### src/rtl/imem.sv
// rtl/imem.sv - loadable word-addressed instruction memory with a latency-configurable fetch pipeline
// Fetches return mem[addr>>2] after LATENCY stages; misaligned or out-of-range fetches return 0 with err set.
module imem #(
    parameter int DATA_W  = 32,
    parameter int ADDR_W  = 32,
    parameter int DEPTH   = 16,
    parameter int LATENCY = 1
) (
    input  logic              clk,
    input  logic              rst_n,
    input  logic              req_valid,
    output logic              req_ready,
    input  logic [ADDR_W-1:0] req_addr,
    output logic              rsp_valid,
    input  logic              rsp_ready,
    output logic [DATA_W-1:0] rsp_data,
    output logic              rsp_err,
    input  logic              ld_en,
    input  logic [ADDR_W-1:0] ld_addr,
    input  logic [DATA_W-1:0] ld_data
);
    localparam int MEM_AW = (DEPTH > 1) ? $clog2(DEPTH) : 1;
    localparam logic [ADDR_W-1:0] DEPTH_A = ADDR_W'(DEPTH);

    logic [DATA_W-1:0]  mem_q [DEPTH];
    logic [LATENCY-1:0] vld_q;
    logic [LATENCY-1:0] err_q;
    logic [DATA_W-1:0]  dat_q [LATENCY];

    logic              advance;
    logic              req_legal;
    logic              ld_legal;
    logic [MEM_AW-1:0] req_idx;
    logic [MEM_AW-1:0] ld_idx;
    logic [DATA_W-1:0] s0_dat_d;
    logic              s0_err_d;

    // Index is compared zero-extended so DEPTH == 2^(ADDR_W-2) still fits the comparison.
    function automatic logic addr_legal(input logic [ADDR_W-1:0] a);
        return (a[1:0] == 2'b00) && ({2'b00, a[ADDR_W-1:2]} < DEPTH_A);
    endfunction

    always_comb begin
        advance   = !(rsp_valid && !rsp_ready);
        req_ready = advance;
        req_legal = addr_legal(req_addr);
        ld_legal  = addr_legal(ld_addr);
        req_idx   = req_addr[MEM_AW+1:2];
        ld_idx    = ld_addr[MEM_AW+1:2];
        s0_dat_d  = '0;
        s0_err_d  = 1'b0;
        if (req_valid) begin
            if (req_legal) begin
                s0_dat_d = mem_q[req_idx];
            end else begin
                s0_err_d = 1'b1;
            end
        end
    end

    // The array is read combinationally above, so a same-edge load is seen only by later fetches.
    always_ff @(posedge clk or negedge rst_n) begin
        if (!rst_n) begin
            for (int i = 0; i < DEPTH; i++) begin
                mem_q[i] <= '0;
            end
        end else if (ld_en && ld_legal) begin
            mem_q[ld_idx] <= ld_data;
        end
    end

    always_ff @(posedge clk or negedge rst_n) begin
        if (!rst_n) begin
            vld_q <= '0;
            err_q <= '0;
            for (int i = 0; i < LATENCY; i++) begin
                dat_q[i] <= '0;
            end
        end else if (advance) begin
            vld_q[0] <= req_valid;
            dat_q[0] <= s0_dat_d;
            err_q[0] <= s0_err_d;
            for (int i = 1; i < LATENCY; i++) begin
                vld_q[i] <= vld_q[i-1];
                dat_q[i] <= dat_q[i-1];
                err_q[i] <= err_q[i-1];
            end
        end
    end

    assign rsp_valid = vld_q[LATENCY-1];
    assign rsp_data  = dat_q[LATENCY-1];
    assign rsp_err   = err_q[LATENCY-1];

endmodule

### config.mk
export PLATFORM = sky130hd
export DESIGN_NAME = imem
export DESIGN_NICKNAME = d
export VERILOG_FILES = /design/src/rtl/imem.sv
export SDC_FILE = /design/constraint.sdc
export NUM_CORES = 1
export LEC_CHECK = 0
export BUFFER_PORTS_ARGS = -buffer_cell sky130_fd_sc_hd__buf_2
export CORE_UTILIZATION = 55
export DETAILED_ROUTE_END_ITERATION = 12
export PLACE_DENSITY = 0.77
export SYNTH_ARGS = -nofsm -noshare
export SYNTH_HDL_FRONTEND = slang
export SYNTH_SLANG_ARGS = --single-unit
### constraint.sdc
create_clock -name clk -period 5.98 [get_ports clk]
set_clock_uncertainty 0.1 [all_clocks]
set_input_delay 0 -clock clk [delete_from_list [all_inputs] [get_ports clk]]
set_output_delay 0 -clock clk [all_outputs]
set_load 0.02 [all_outputs]
==> flow_metrics.env <==
export IMPL_grt_max_degree=187
export IMPL_cts_clk_slew_worst_paths_ps=60
export IMPL_yosysWarnings=0
export IMPL_gp_congestion=0.7763
export IMPL_slew_viol_final=0
export IMPL_critical_path_class="flip-flop to flip-flop"
export IMPL_num_vias=16079
export IMPL_startpoint="rsp_valid$_DFFE_PN0N_"
export IMPL_drc=0
export IMPL_drt_wirelength_per_cell_um=23.52
export IMPL_grt_pass1_wl_mm=97.21
export IMPL_ctsResizeCount=0
export IMPL_r2r_start="rsp_valid$_DFFE_PN0N_"
export IMPL_gr_total_overflow=0
export IMPL_cts_buffer_depth=3
export IMPL_synth_seq_cells=546
export IMPL_grt_antenna_before_repair=3
export IMPL_tns_ps=0
export IMPL_crit_chain="nor2b_1 -> inv_1 -> nand2_1 -> or4_2 -> a221oi_1"
export IMPL_synth_nets=1940
export IMPL_ir_worst_vdd_uv=207.4
export IMPL_cts_buffers=55
export IMPL_die_x_um=216.2
export IMPL_clock_latency_ps=610
export IMPL_fmax_mhz=322.1
export IMPL_layout_drive_gt1_share=0.3654
export IMPL_final_util=0.6322
export IMPL_dpl_worst_slack_ps=2942
export IMPL_setup_ws_ps=2875
export IMPL_synth_top_cell_by_area="dfrtp_1"
export IMPL_portBuffers=135
export IMPL_postCtsSetupRepairBufs=0
export IMPL_rows=78
export IMPL_cts_sinks=546
export IMPL_cp_required_ps=6370
export IMPL_synthTopCellsByArea="dfrtp_1 (54%), mux2_2 (20%), mux2i_1 (8.7%)"
export IMPL_grt_pass1_vias=16908
export IMPL_failed_checks="negative hold slack"
export IMPL_via_per_inst=6.194
export IMPL_max_stage_delay_ps=1110
export IMPL_period_minus_slack_ps=3105
export IMPL_ys_seq_area_frac=0.5413
export IMPL_worst_slew_pin_slew_ps=1051
export IMPL_hpwlAfterDp_mm=34.05
export IMPL_core_um2=45280
export IMPL_drtIter0Drc=1160
export IMPL_hold_viol_final=3
export IMPL_critical_path_slowest_cell="or4_2"
export IMPL_rrSetupSlack_ps=2880
export IMPL_postCtsHoldBufs=38
export IMPL_cp_max_fo=33
export IMPL_fillers=3350
export IMPL_hold_slack_ps=-16.17
export IMPL_die_area_um2=46760
export IMPL_cp_start_kind="flip-flop"
export IMPL_die_y_um=216.2
export IMPL_setup_viol_count_final=0
export IMPL_syn2layout_area_growth_pct=13.42
export IMPL_fin_nets=2050
export IMPL_max_cap_violations=0
export IMPL_avgSynthCellArea_um2=13.73
export IMPL_critPathCaptureType="flip-flop"
export IMPL_synth_area_um2=25240
export IMPL_synth_top_cell_area_share=0.5413
export IMPL_ios=136
export IMPL_power_mw=7.653
export IMPL_htreeDepth=2
export IMPL_wirelength_mm=61.05
export IMPL_track_usage=0.2659
export IMPL_hp_class="input port to asynchronous set/reset pin"
export IMPL_syn_inst=1839
export IMPL_first_pass_iters=5
export IMPL_cts_tree="built"
export IMPL_cts_root_buffer="clkbuf_16"
export IMPL_synth_cell_types=33
export IMPL_relSlewSlack=0.2996
export IMPL_p_per_area_nw_per_um2=267.3
export IMPL_rr_worst_depth=5
export IMPL_antenna_left=0
export IMPL_p_leak_nw=14.28
export IMPL_start_util=0.5574
export IMPL_outcome="complete, but fails checks"
export IMPL_post_route_period_util=0.5192
export IMPL_arrival_ps=3500
export IMPL_rsz0062_at_grt="no"
==> layer usage <==
| layer | routed length (um) | vias to the layer above | global-route usage |
|---|---|---|---|
| li1 | - | 6974 | - |
| met1 | 26550 | 8475 | 0.3593 |
| met2 | 29520 | 499 | 0.4355 |
| met3 | 3271 | 127 | 0.04491 |
| met4 | 1679 | 4 | 0.09178 |
| met5 | 25 | - | 0 |
==> final cells by class <==
class | count | area, um^2 | share of cell area
clock buffer | 80 | 1593 | 0.05564
sequential | 546 | 13660 | 0.4773
tap | 600 | 750.7 | 0.02622
inverter | 1 | 3.754 | 0.0001311
timing repair buffer | 207 | 1369 | 0.04781
clock inverter | 23 | 302.8 | 0.01058
multi-input combinational | 1138 | 10940 | 0.3822
antenna | 1 | 2.502 | 0.00008741
==> sequential cells by signal (all words and copies together) (netlist names) <==
register	flops
mem_q	512
rsp_data	32
rsp_err	1
rsp_valid	1
==> synthesized netlist by cell type, drive strengths merged <==
master,count
buf,74
or2,3
nand2,39
clkbuf,80
nand2b,7
mux4,2
nor3,32
dfrtp,546
nand3b,31
inv,1
mux2i,220
o311ai,1
o211a,1
o22ai,63
nor2,63
nor2b,2
nor4b,32
nor3b,1
mux2,545
a221oi,32
nand4,3
o211ai,31
or4,2
a21oi,1
nor4,27
==> cells in the final DEF (no fill, tap or decap), types with 2 or more instances in the layout <==
| cell | n |
|---|---|
| buf_2 | 133 |
| bufinv_16 | 7 |
| nand2b_1 | 5 |
| clkbuf_16 | 57 |
| nor4_1 | 10 |
| nand4_2 | 2 |
| or2_2 | 3 |
| mux2_2 | 441 |
| a221oi_1 | 32 |
| nor3_1 | 32 |
| mux4_2 | 2 |
| clkbuf_1 | 15 |
| o211ai_1 | 31 |
| mux2_1 | 104 |
| clkbuf_8 | 8 |
| clkinv_2 | 11 |
| buf_12 | 3 |
| nor4b_1 | 31 |
| buf_4 | 31 |
| buf_8 | 2 |
| clkinvlp_4 | 5 |
| nor2_1 | 63 |
| dfrtp_1 | 545 |
| nand2_1 | 38 |
| dlygate4sd3_1 | 38 |
| nand3b_1 | 31 |
| o22ai_1 | 63 |
| nor4_4 | 16 |
| mux2i_1 | 220 |
==> per-stage QoR <==
step / hold WS (ps) / std cells / area, um^2
after floorplan: -395.6 / 1839 / 25240
after global placement: 57.11 / 2454 / 26350
after detailed placement: 68.63 / 2454 / 26350
after CTS: 26.26 / 2595 / 28630
after global routing: 74.97 / 2595 / 28630
final: -16.17 / 2596 / 28630
==> where the power goes <==
| part | internal, mW | switching (mW) |
|---|---|---|
| Combinational | 0.108 | 0.260 |
| Sequential | 3.70 | 0.00816 |
| Clock | 2.15 | 1.43 |
| Total | 5.95 | 1.70 |
==> path summary, 6_finish.rpt <==
path / endpoint
worst max register to register: rsp_data[23]$_DFFE_PN0N_
worst min register to register: mem_q[354]$_DFFE_PN0P_
worst min-delay path: mem_q[503]$_DFFE_PN0P_
max in group asynchronous: mem_q[389]$_DFFE_PN0P_
worst max-delay path: rsp_data[23]$_DFFE_PN0N_
min in group clk: mem_q[374]$_DFFE_PN0P_
==> critical path, delay by kind of cell (launching register included) <==
kind | cells | cell delay, ps
simple gates | 3 | 1490
compound gates | 1 | 450
buf+inv | 1 | 160
flops | 1 | 760
==> logic make-up (layout without fill, tap and decap cells) <==
family | Yosys count | in the layout | share of synthesized area
compound gates | 129 | 129 | 0.03688
buf+inv | 155 | 311 | 0.02776
flops | 546 | 546 | 0.5413
mux | 767 | 767 | 0.3322
other cells | 0 | 1 | 0
simple gates | 242 | 242 | 0.06191
(Power assumes the default switching activity.)
